File: config.mk
export PLATFORM = sky130hd
export DESIGN_NAME = multicycle_control_unit
export DESIGN_NICKNAME = d
export VERILOG_FILES = /design/src/rtl/riscv_ctrl_pkg.sv /design/src/rtl/alu_decoder.sv /design/src/rtl/multicycle_control_unit.sv
export SDC_FILE = /design/constraint.sdc
export NUM_CORES = 1
export LEC_CHECK = 0
export ABC_AREA = 0
export CORE_MARGIN = 4
export CORE_UTILIZATION = 39
export CTS_CLUSTER_SIZE = 16
export DETAILED_ROUTE_END_ITERATION = 16
export PLACE_DENSITY = 0.76
export SLEW_MARGIN = 20
export SYNTH_ARGS = -nofsm -noshare
export SYNTH_HDL_FRONTEND = slang
export SYNTH_HIERARCHICAL = 1
export SYNTH_SLANG_ARGS = --single-unit
File: constraint.sdc
create_clock -name clk -period 2.66 [get_ports clk]
set_clock_uncertainty 0.15 [all_clocks]
set_input_delay 0.266 -clock clk [delete_from_list [all_inputs] [get_ports clk]]
set_output_delay 0.266 -clock clk [all_outputs]
set_load 0.1 [all_outputs]
File: src/rtl/riscv_ctrl_pkg.sv
// Control-path definitions shared by the multicycle controller, datapath and ALU:
// FSM states, opcode constants, ALU operation codes and datapath mux selects.
package riscv_ctrl_pkg;

  typedef enum logic [3:0] {
    StFetch    = 4'd0,
    StDecode   = 4'd1,
    StMemAdr   = 4'd2,
    StMemRead  = 4'd3,
    StMemWb    = 4'd4,
    StMemWrite = 4'd5,
    StExecR    = 4'd6,
    StExecI    = 4'd7,
    StExecU    = 4'd8,
    StAluWb    = 4'd9,
    StBranch   = 4'd10,
    StJal      = 4'd11,
    StJalr     = 4'd12,
    StJalWb    = 4'd13,
    StTrap     = 4'd14,
    StUnused   = 4'd15
  } state_e;

  // Which decode table the ALU decoder applies in the current state.
  typedef enum logic [1:0] {
    AluClsAdd,
    AluClsR,
    AluClsI,
    AluClsBranch
  } alu_cls_e;

  localparam logic [6:0] OpLoad   = 7'b0000011;
  localparam logic [6:0] OpStore  = 7'b0100011;
  localparam logic [6:0] OpR      = 7'b0110011;
  localparam logic [6:0] OpI      = 7'b0010011;
  localparam logic [6:0] OpBranch = 7'b1100011;
  localparam logic [6:0] OpJal    = 7'b1101111;
  localparam logic [6:0] OpJalr   = 7'b1100111;
  localparam logic [6:0] OpLui    = 7'b0110111;
  localparam logic [6:0] OpAuipc  = 7'b0010111;
  localparam logic [6:0] OpSystem = 7'b1110011;

  localparam logic [3:0] AluAdd  = 4'd0;
  localparam logic [3:0] AluSub  = 4'd1;
  localparam logic [3:0] AluAnd  = 4'd2;
  localparam logic [3:0] AluOr   = 4'd3;
  localparam logic [3:0] AluXor  = 4'd4;
  localparam logic [3:0] AluSlt  = 4'd5;
  localparam logic [3:0] AluSltu = 4'd6;
  localparam logic [3:0] AluSll  = 4'd7;
  localparam logic [3:0] AluSrl  = 4'd8;
  localparam logic [3:0] AluSra  = 4'd9;

  localparam logic [1:0] SrcAPc    = 2'b00;
  localparam logic [1:0] SrcAOldPc = 2'b01;
  localparam logic [1:0] SrcARs1   = 2'b10;
  localparam logic [1:0] SrcAZero  = 2'b11;

  localparam logic [1:0] SrcBRs2   = 2'b00;
  localparam logic [1:0] SrcBImm   = 2'b01;
  localparam logic [1:0] SrcBFour  = 2'b10;

  localparam logic [1:0] ResAluOut    = 2'b00;
  localparam logic [1:0] ResMemData   = 2'b01;
  localparam logic [1:0] ResPc4       = 2'b10;
  localparam logic [1:0] ResAluResult = 2'b11;

endpackage

File: src/rtl/alu_decoder.sv
// Maps (decode class, funct3, funct7b5) to an ALU operation and flags encodings
// the core does not implement.
module alu_decoder
  import riscv_ctrl_pkg::*;
#(
  parameter bit ENABLE_SHIFTS = 1'b1
) (
  input  alu_cls_e   cls_i,
  input  logic [2:0] funct3_i,
  input  logic       funct7b5_i,
  output logic [3:0] alu_op_o,
  output logic       illegal_o
);

  always_comb begin
    alu_op_o  = AluAdd;
    illegal_o = 1'b0;
    if (cls_i == AluClsBranch) begin
      alu_op_o  = AluSub;
      illegal_o = (funct3_i[2:1] == 2'b01);
    end else if (cls_i == AluClsR || cls_i == AluClsI) begin
      case (funct3_i)
        // Immediate forms have no SUBI: funct7b5 there is an immediate bit.
        3'b000: alu_op_o = (cls_i == AluClsR && funct7b5_i) ? AluSub : AluAdd;
        3'b001: begin
          alu_op_o  = AluSll;
          illegal_o = ~ENABLE_SHIFTS;
        end
        3'b010: alu_op_o = AluSlt;
        3'b011: alu_op_o = AluSltu;
        3'b100: alu_op_o = AluXor;
        3'b101: begin
          alu_op_o  = funct7b5_i ? AluSra : AluSrl;
          illegal_o = ~ENABLE_SHIFTS;
        end
        3'b110: alu_op_o = AluOr;
        3'b111: alu_op_o = AluAnd;
        default: ;
      endcase
    end
  end

endmodule

File: src/rtl/multicycle_control_unit.sv
// Moore FSM sequencing RV32I instructions through fetch/decode/execute/memory/writeback
// and driving the shared datapath muxes of the multicycle core.
module multicycle_control_unit
  import riscv_ctrl_pkg::*;
#(
  parameter bit          ENABLE_SHIFTS = 1'b1,
  parameter bit          MEM_WAIT      = 1'b1,
  parameter int unsigned ALU_CTRL_W    = 4
) (
  input  logic                  clk,
  input  logic                  reset,
  input  logic [6:0]            opcode,
  input  logic [2:0]            funct3,
  input  logic                  funct7b5,
  input  logic                  zero,
  input  logic                  lt,
  input  logic                  ltu,
  input  logic                  mem_ready,
  output logic                  pc_write,
  output logic                  adr_src,
  output logic                  mem_read,
  output logic                  mem_write,
  output logic                  ir_write,
  output logic                  reg_write,
  output logic [1:0]            result_src,
  output logic [1:0]            alu_src_a,
  output logic [1:0]            alu_src_b,
  output logic [ALU_CTRL_W-1:0] alu_control,
  output logic                  illegal_instr,
  output logic [3:0]            state_o
);

  state_e     state_q, state_d;
  logic       illegal_q, illegal_d;
  logic       ready;
  logic       taken;
  alu_cls_e   alu_cls;
  logic [3:0] alu_op;
  logic       op_illegal;

  assign ready = MEM_WAIT ? mem_ready : 1'b1;

  always_comb begin
    case (state_q)
      StExecR:  alu_cls = AluClsR;
      StExecI:  alu_cls = AluClsI;
      StBranch: alu_cls = AluClsBranch;
      default:  alu_cls = AluClsAdd;
    endcase
  end

  alu_decoder #(
    .ENABLE_SHIFTS(ENABLE_SHIFTS)
  ) u_alu_decoder (
    .cls_i     (alu_cls),
    .funct3_i  (funct3),
    .funct7b5_i(funct7b5),
    .alu_op_o  (alu_op),
    .illegal_o (op_illegal)
  );

  assign alu_control = ALU_CTRL_W'(alu_op);

  always_comb begin
    case (funct3)
      3'b000:  taken = zero;
      3'b001:  taken = ~zero;
      3'b100:  taken = lt;
      3'b101:  taken = ~lt;
      3'b110:  taken = ltu;
      3'b111:  taken = ~ltu;
      default: taken = 1'b0;
    endcase
  end

  always_comb begin
    state_d    = state_q;
    pc_write   = 1'b0;
    adr_src    = 1'b0;
    mem_read   = 1'b0;
    mem_write  = 1'b0;
    ir_write   = 1'b0;
    reg_write  = 1'b0;
    result_src = ResAluOut;
    alu_src_a  = SrcAPc;
    alu_src_b  = SrcBRs2;
    case (state_q)
      StFetch: begin
        mem_read   = 1'b1;
        alu_src_b  = SrcBFour;
        result_src = ResPc4;
        if (ready) begin
          ir_write = 1'b1;
          pc_write = 1'b1;
          state_d  = StDecode;
        end
      end
      StDecode: begin
        // Branch/JAL target is precomputed here into ALUOut.
        alu_src_a = SrcAOldPc;
        alu_src_b = SrcBImm;
        case (opcode)
          OpLoad, OpStore: state_d = StMemAdr;
          OpR:             state_d = StExecR;
          OpI:             state_d = StExecI;
          OpBranch:        state_d = StBranch;
          OpJal:           state_d = StJal;
          OpJalr:          state_d = StJalr;
          OpLui, OpAuipc:  state_d = StExecU;
          OpSystem:        state_d = StFetch;
          default:         state_d = StTrap;
        endcase
      end
      StMemAdr: begin
        alu_src_a = SrcARs1;
        alu_src_b = SrcBImm;
        state_d   = (opcode == OpStore) ? StMemWrite : StMemRead;
      end
      StMemRead: begin
        adr_src  = 1'b1;
        mem_read = 1'b1;
        if (ready) state_d = StMemWb;
      end
      StMemWb: begin
        result_src = ResMemData;
        reg_write  = 1'b1;
        state_d    = StFetch;
      end
      StMemWrite: begin
        adr_src   = 1'b1;
        mem_write = 1'b1;
        if (ready) state_d = StFetch;
      end
      StExecR: begin
        alu_src_a = SrcARs1;
        state_d   = op_illegal ? StTrap : StAluWb;
      end
      StExecI: begin
        alu_src_a = SrcARs1;
        alu_src_b = SrcBImm;
        state_d   = op_illegal ? StTrap : StAluWb;
      end
      StExecU: begin
        alu_src_a = (opcode == OpLui) ? SrcAZero : SrcAOldPc;
        alu_src_b = SrcBImm;
        state_d   = StAluWb;
      end
      StAluWb: begin
        reg_write = 1'b1;
        state_d   = StFetch;
      end
      StBranch: begin
        alu_src_a = SrcARs1;
        pc_write  = taken & ~op_illegal;
        state_d   = op_illegal ? StTrap : StFetch;
      end
      StJal: begin
        // PC <- ALUOut (target); ALUWB then writes oldPC+4 to rd.
        alu_src_a = SrcAOldPc;
        alu_src_b = SrcBFour;
        pc_write  = 1'b1;
        state_d   = StAluWb;
      end
      StJalr: begin
        alu_src_a  = SrcARs1;
        alu_src_b  = SrcBImm;
        result_src = ResAluResult;
        pc_write   = 1'b1;
        state_d    = StJalWb;
      end
      StJalWb: begin
        alu_src_a  = SrcAOldPc;
        alu_src_b  = SrcBFour;
        result_src = ResAluResult;
        reg_write  = 1'b1;
        state_d    = StFetch;
      end
      StTrap:  state_d = StTrap;
      default: state_d = StFetch;
    endcase
  end

  // Flag rises in the same cycle the FSM lands in TRAP.
  assign illegal_d = illegal_q | (state_d == StTrap);

  always_ff @(posedge clk or posedge reset) begin
    if (reset) begin
      state_q   <= StFetch;
      illegal_q <= 1'b0;
    end else begin
      state_q   <= state_d;
      illegal_q <= illegal_d;
    end
  end

  assign illegal_instr = illegal_q;
  assign state_o       = state_q;

endmodule

==> metrics.txt, run 1 <==
Buffers on Ports 37; ratio of cells with drive above 1 in the final layout 38.1%; GRT Overall Usage 17.9%; first-pass GRT wire length 4810 um; worst rel slew slack 62.4%; final worst hold slack 0.0717 ns; cts bufs inserted 3; Avg Cell Area, Syn 6.84 um^2; Wirelength per Cell 14.4 um; largest net degree at the start of global routing 24; worst-skew pair later-pin latency 0.23 ns; I/O pins 38; Diodes inserted 0; f_max 0.386 GHz; Worst Path Arrival 2.17 ns; Std-Cell Core Area 0.00225 mm^2; class of the worst hold path primary input to async pin; R2R cell count 10; period utilisation layout 97.3%; GPL Wtd Cong 0.778; most frequent cells in the layout 23 x buf_4, 17 x nand2_1, 16 x clkdlybuf4s50_1; drt first pass iters 4; Die Wd 57.0 um; Cells after Synth 137; CP Capture Type output pin; Die Height 57.0 um; Routed WL 3010 um; nets@finish 201; Worst R2R Setup Slack 0.36 ns; Tmin final 2.59 ns; DRT iter0 DRCs 36; H-tree depth 1; Placed Instances 204; r2r endpoint illegal_instr; post-DR vias/cell 5.80; Area Overhead vs Synth 78.9%; CTS Root Cell clkbuf_4; maximum fanout along the worst path 7; synthesized area 937 um^2; r2r startpoint state_o[2]; ranking of synthesized cells by area dfrtp_1 13%, nand2_1 7.2%, a21oi_1 6.9%; status finished clean; setup violators final 0; fin. max-slew vios 0; Clk pin slew, worst setup/hold paths 0.04 ns; Worst Path Required 2.24 ns; Starting Density 41.6%; critical path type register to output pin; total nets after synthesis 156; CTS Sinks 5; Yosys warning count 6; dpl hpwl 2430 um; via count 1212; # DRC 0; maximum clock insertion buffer count 2; CP Launch Type register; commonest non-fill, non-tap cell in the layout buf_4; CTS tree yes; Final Core Density 74.4%; synthesis-stage register bit count 5; row count 17; Fin. Hold Viols 0; Non-Filler Instances 209; Max-Cap Viols 0; Antenna Nets Post-Route 0; initial antenna violation count 0; die footprint 0.00325 mm^2; vias in the first global route 1094; share of the synthesized area in the top cell type 13.4%; sequential area share after synthesis 13.4%; GRT overflow 0; post-synthesis cell type count 46; hold-fix buffer count after cts 0; Least-Margin Pin Slew 0.550 ns; area leader, netlist dfrtp_1
through the flow:
stage               cell area [um^2]  worst slack, ns  TNS [ns]
finish                          1680           0.0715         0
global route                    1680          -0.0132   -0.0152
CTS                             1650           0.0131         0
detailed placement              1620            0.247         0
global placement                1620            0.296         0
floorplan                       1120           -0.785     -3.32
routing by layer:
layer / global-route usage (%) / up-vias / routed length [um] / share of wire [%]
met5: 0 / - / 0 / 0
met4: 6.29 / 0 / 46 / 1.5
met3: 1.58 / 6 / 163 / 5.4
met2: 34.1 / 40 / 1580 / 53
met1: 20.6 / 566 / 1210 / 40
li1: - / 600 / - / -
cell usage after synthesis (all sizes together):
library cell / instances
a21o: 4
o211a: 1
o311a: 1
a311oi: 1
nor2: 11
and3: 1
a311o: 1
o211ai: 1
or2: 1
nand2b: 4
nor2b: 3
or3: 2
a21oi: 13
nand2: 18
nor3b: 1
nor3: 8
o21ai: 10
xor2: 3
or4bb: 1
o311ai: 1
or3b: 1
xnor2: 1
ha: 2
o2111ai: 1
a2111oi: 1
buf: 10
o22ai: 1
nor4: 5
a31oi: 3
nand3: 4
nand4b: 3
o221ai: 1
o21a: 2
nand3b: 1
or4: 1
inv: 6
dfrtp: 5
mux2i: 2
a41o: 1
timing repair:
item,in CTS,in global routing
buffers inserted,0,1
endpoints found under the setup margin,0,3
gates resized for setup,0,4
cells by family after synthesis:
family | count (synthesis) | share of synthesized area (%)
AND/OR/NAND/NOR | 65 | 38.3
flip-flops | 5 | 13.4
buffers and inverters | 16 | 9.08
multiplexers | 2 | 2.14
XOR/XNOR | 4 | 3.74
adder cells (fa/ha/maj) | 2 | 2.67
AO/OA/AOI/OAI | 43 | 30.7
how the worst max path moves through the flow:
stage                     from             end  depth (start not counted)
floorplan           state_o[2]  alu_control[3]                          8
global placement     opcode[4]    alu_src_a[1]                          7
detailed placement   opcode[4]    alu_src_a[1]                          7
CTS                 state_o[3]  alu_control[3]                          7
global route        state_o[2]        pc_write                          9
finish              state_o[2]  alu_control[0]                          7
worst max-delay path: stages (launching register included):
cell     delay, ns
dfrtp_4       0.50
or3_4         0.39
a21oi_4       0.18
inv_1         0.09
ha_4          0.33
a21oi_1       0.06
a21o_4        0.22
buf_12        0.16
layout make-up:
type                            count  area, um^2
Tap cell                           28        35.0
Sequential cell                     5         135
Inverter                            6        22.5
Multi-Input combinational cell    116         905
Timing Repair Buffer               50         553
Clock buffer                        4        26.3
Fill cell                         181         578
sequential cells by signal, indices dropped and copies added, names as in the netlist:
| name | count |
|---|---|
| state_o | 4 |
| illegal_instr | 1 |
Power of run 1 is left out: the tool's default activity adds up to more than one toggle a clock period on the data nets, which glitch-free logic cannot reach.
==> inputs of run 2 (changes only) <==
--- a/config.mk
+++ b/config.mk
@@ -7,10 +7,11 @@
 export LEC_CHECK = 0
 export ABC_AREA = 0
 export CORE_MARGIN = 4
-export CORE_UTILIZATION = 39
+export CORE_UTILIZATION = 43
 export CTS_CLUSTER_SIZE = 16
 export DETAILED_ROUTE_END_ITERATION = 16
-export PLACE_DENSITY = 0.76
+export GPL_TIMING_DRIVEN = 0
+export PLACE_DENSITY = 0.8
 export SLEW_MARGIN = 20
 export SYNTH_ARGS = -nofsm -noshare
 export SYNTH_HDL_FRONTEND = slang
==> constraint.sdc (replaced) <==
create_clock -name clk -period 2.5 [get_ports clk]
set_clock_uncertainty 0.15 [all_clocks]
set_input_delay 0.25 -clock clk [delete_from_list [all_inputs] [get_ports clk]]
set_output_delay 0.25 -clock clk [all_outputs]
set_load 0.1 [all_outputs]
==> metrics.txt, run 2 (synthesis results as in run 1) <==
fin. max-slew vios 0 (unchanged); Worst Path Arrival 2.37 ns (+0.20 ns); first-pass GRT wire length 5710 um (+19%); worst-skew pair later-pin latency 0.27 ns (+0.04 ns); Wirelength per Cell 18.5 um (+29%); post-DR vias/cell 6.37 (+9.9%); I/O pins 38 (unchanged); dpl hpwl 2340 um (-3.8%); CTS Root Cell clkbuf_4; cts bufs inserted 3 (unchanged); Buffers on Ports 35 (-5.4%); Starting Density 46.3% (+4.8 points); Area Overhead vs Synth 89.5%; Diodes inserted 0 (unchanged); maximum clock insertion buffer count 2 (unchanged); setup violators final 9 (+9); DRT iter0 DRCs 56 (+56%); Routed WL 4000 um (+33%); Antenna Nets Post-Route 0 (unchanged); H-tree depth 1 (unchanged); Least-Margin Pin Slew 0.971 ns (+0.421 ns); initial antenna violation count 0 (unchanged); vias in the first global route 1219 (+11%); nets@finish 209 (+4.0%); Die Height 54.7 um (-4.1%); CP Launch Point state_o[2]; # DRC 0 (unchanged); final worst hold slack 0.0300 ns (-0.0417 ns); Std-Cell Core Area 0.00202 mm^2 (-10%); most used cell along the critical path a21oi_4; Worst Slack Setup Final -0.266 ns (-0.337 ns); class of the worst hold path primary input to async pin; row count 16 (-1); worst rel slew slack 35.2% (-27 points); ratio of cells with drive above 1 in the final layout 46.6% (+8.4 points); Worst Path Required 2.10 ns (-0.14 ns); largest net degree at the start of global routing 11 (-54%); status finished, violations left; CP Capture Type output pin; Max-Cap Viols 0 (unchanged); unrepaired setup endpoints after global routing true; critical path type register to output pin; most frequent cells in the layout 16 x nand2_1, 16 x clkdlybuf4s50_1, 15 x buf_4; failing checks setup timing; GRT overflow 0 (unchanged); max reg flops 4 (unchanged); Tmin final 2.77 ns; Die Wd 54.7 um (-4.1%); slowest CP cell dfrtp_4; CP Launch Type register; die footprint 0.00299 mm^2 (-8.0%); critical-path cell list buf_6, buf_8, or3_4, a21oi_4, inv_2, ha_4, a21oi_4, o21ai_2, a21o_4, buf_12; r2r startpoint state_o[3]; drt first pass iters 4 (unchanged); GRT Overall Usage 26.4% (+8.5 points); CTS Sinks 5 (unchanged); crit-path max cell delay 0.48 ns (-0.02 ns); via count 1376 (+14%); Fin. Hold Viols 0 (unchanged); Clk pin slew, worst setup/hold paths 0.06 ns (+0.02 ns); maximum fanout along the worst path 4 (-3); period utilisation layout 111%; f_max 0.362 GHz; GPL Wtd Cong 0.807 (+3.7%); fill count 101 (-44%); CTS tree yes
## run 2: changes by cell type in the layout (fill, tap and decap cells not counted), sizes merged
cell	before	now
buf	34	32
clkdlybuf4s15	0	1
clkinv	0	1
dlymetal6s2s	0	3
clkbuf	4	9
## run 2: final timing paths
| kind | end | slack [ns] | depth (start not counted) |
|---|---|---|---|
| worst max-delay path | alu_control[0] | -0.27 | 10 |
| worst min register to register | illegal_instr | 0.33 | 1 |
| worst min-delay path | illegal_instr | 0.03 | 2 |
| min in group clk | state_o[2] | 0.30 | 4 |
| worst max register to register | illegal_instr | -0.07 | 12 |
| max in group asynchronous | state_o[2] | 1.97 | 2 |
## run 2: area by class of cell
| class | instances | area, um^2 | area share (%) |
|---|---|---|---|
| sequential | 5 | 140 | 7.89 |
| clock buffer | 3 | 22.5 | 1.27 |
| multi-input combinational | 116 | 980 | 55.2 |
| inverter | 6 | 22.5 | 1.27 |
| timing repair buffer | 50 | 497 | 28.0 |
| tap | 27 | 33.8 | 1.90 |
| buffer | 8 | 75.1 | 4.23 |
| clock inverter | 1 | 5.00 | 0.282 |
## run 2: critical path, delay by kind of cell (launching register included)
| family | cells | cell delay, ns |
|---|---|---|
| AOI/OAI and AO/OA | 4 | 0.66 |
| DFF | 1 | 0.48 |
| buffers and inverters | 4 | 0.47 |
| and+or+nand+nor | 1 | 0.33 |
| adders and majority gates | 1 | 0.16 |
## run 2: repair_timing
action,in CTS,in global routing
gates resized for setup,105,32
buffers inserted,12,3
setup endpoints to repair,21,19
hold buffers,0,0
pin swaps,11,9
## run 2: per-stage QoR
stage / setup TNS (ns) / instance area, um^2 / utilization, % / cells / setup WS, ns
floorplan: -5.06 / 1130 / - / 137 / -0.928
global placement: -11.02 / 1510 / 74.7 / 199 / -1.15
detailed placement: -11.56 / 1510 / 74.7 / 199 / -1.19
CTS: -1.14 / 1690 / 83.8 / 214 / -0.263
global route: -1.85 / 1780 / 87.8 / 216 / -0.333
finish: -1.18 / 1780 / 87.8 / 216 / -0.266
## run 2: layer usage
metal / vias up / wire length, um / global-route usage (%)
met4: 0 / 124 / 13.7
li1: 613 / - / -
met2: 98 / 1960 / 43.5
met5: - / 0 / 0
met1: 647 / 1520 / 32.2
met3: 18 / 388 / 4.90
Power of run 2 is left out for the same reason.
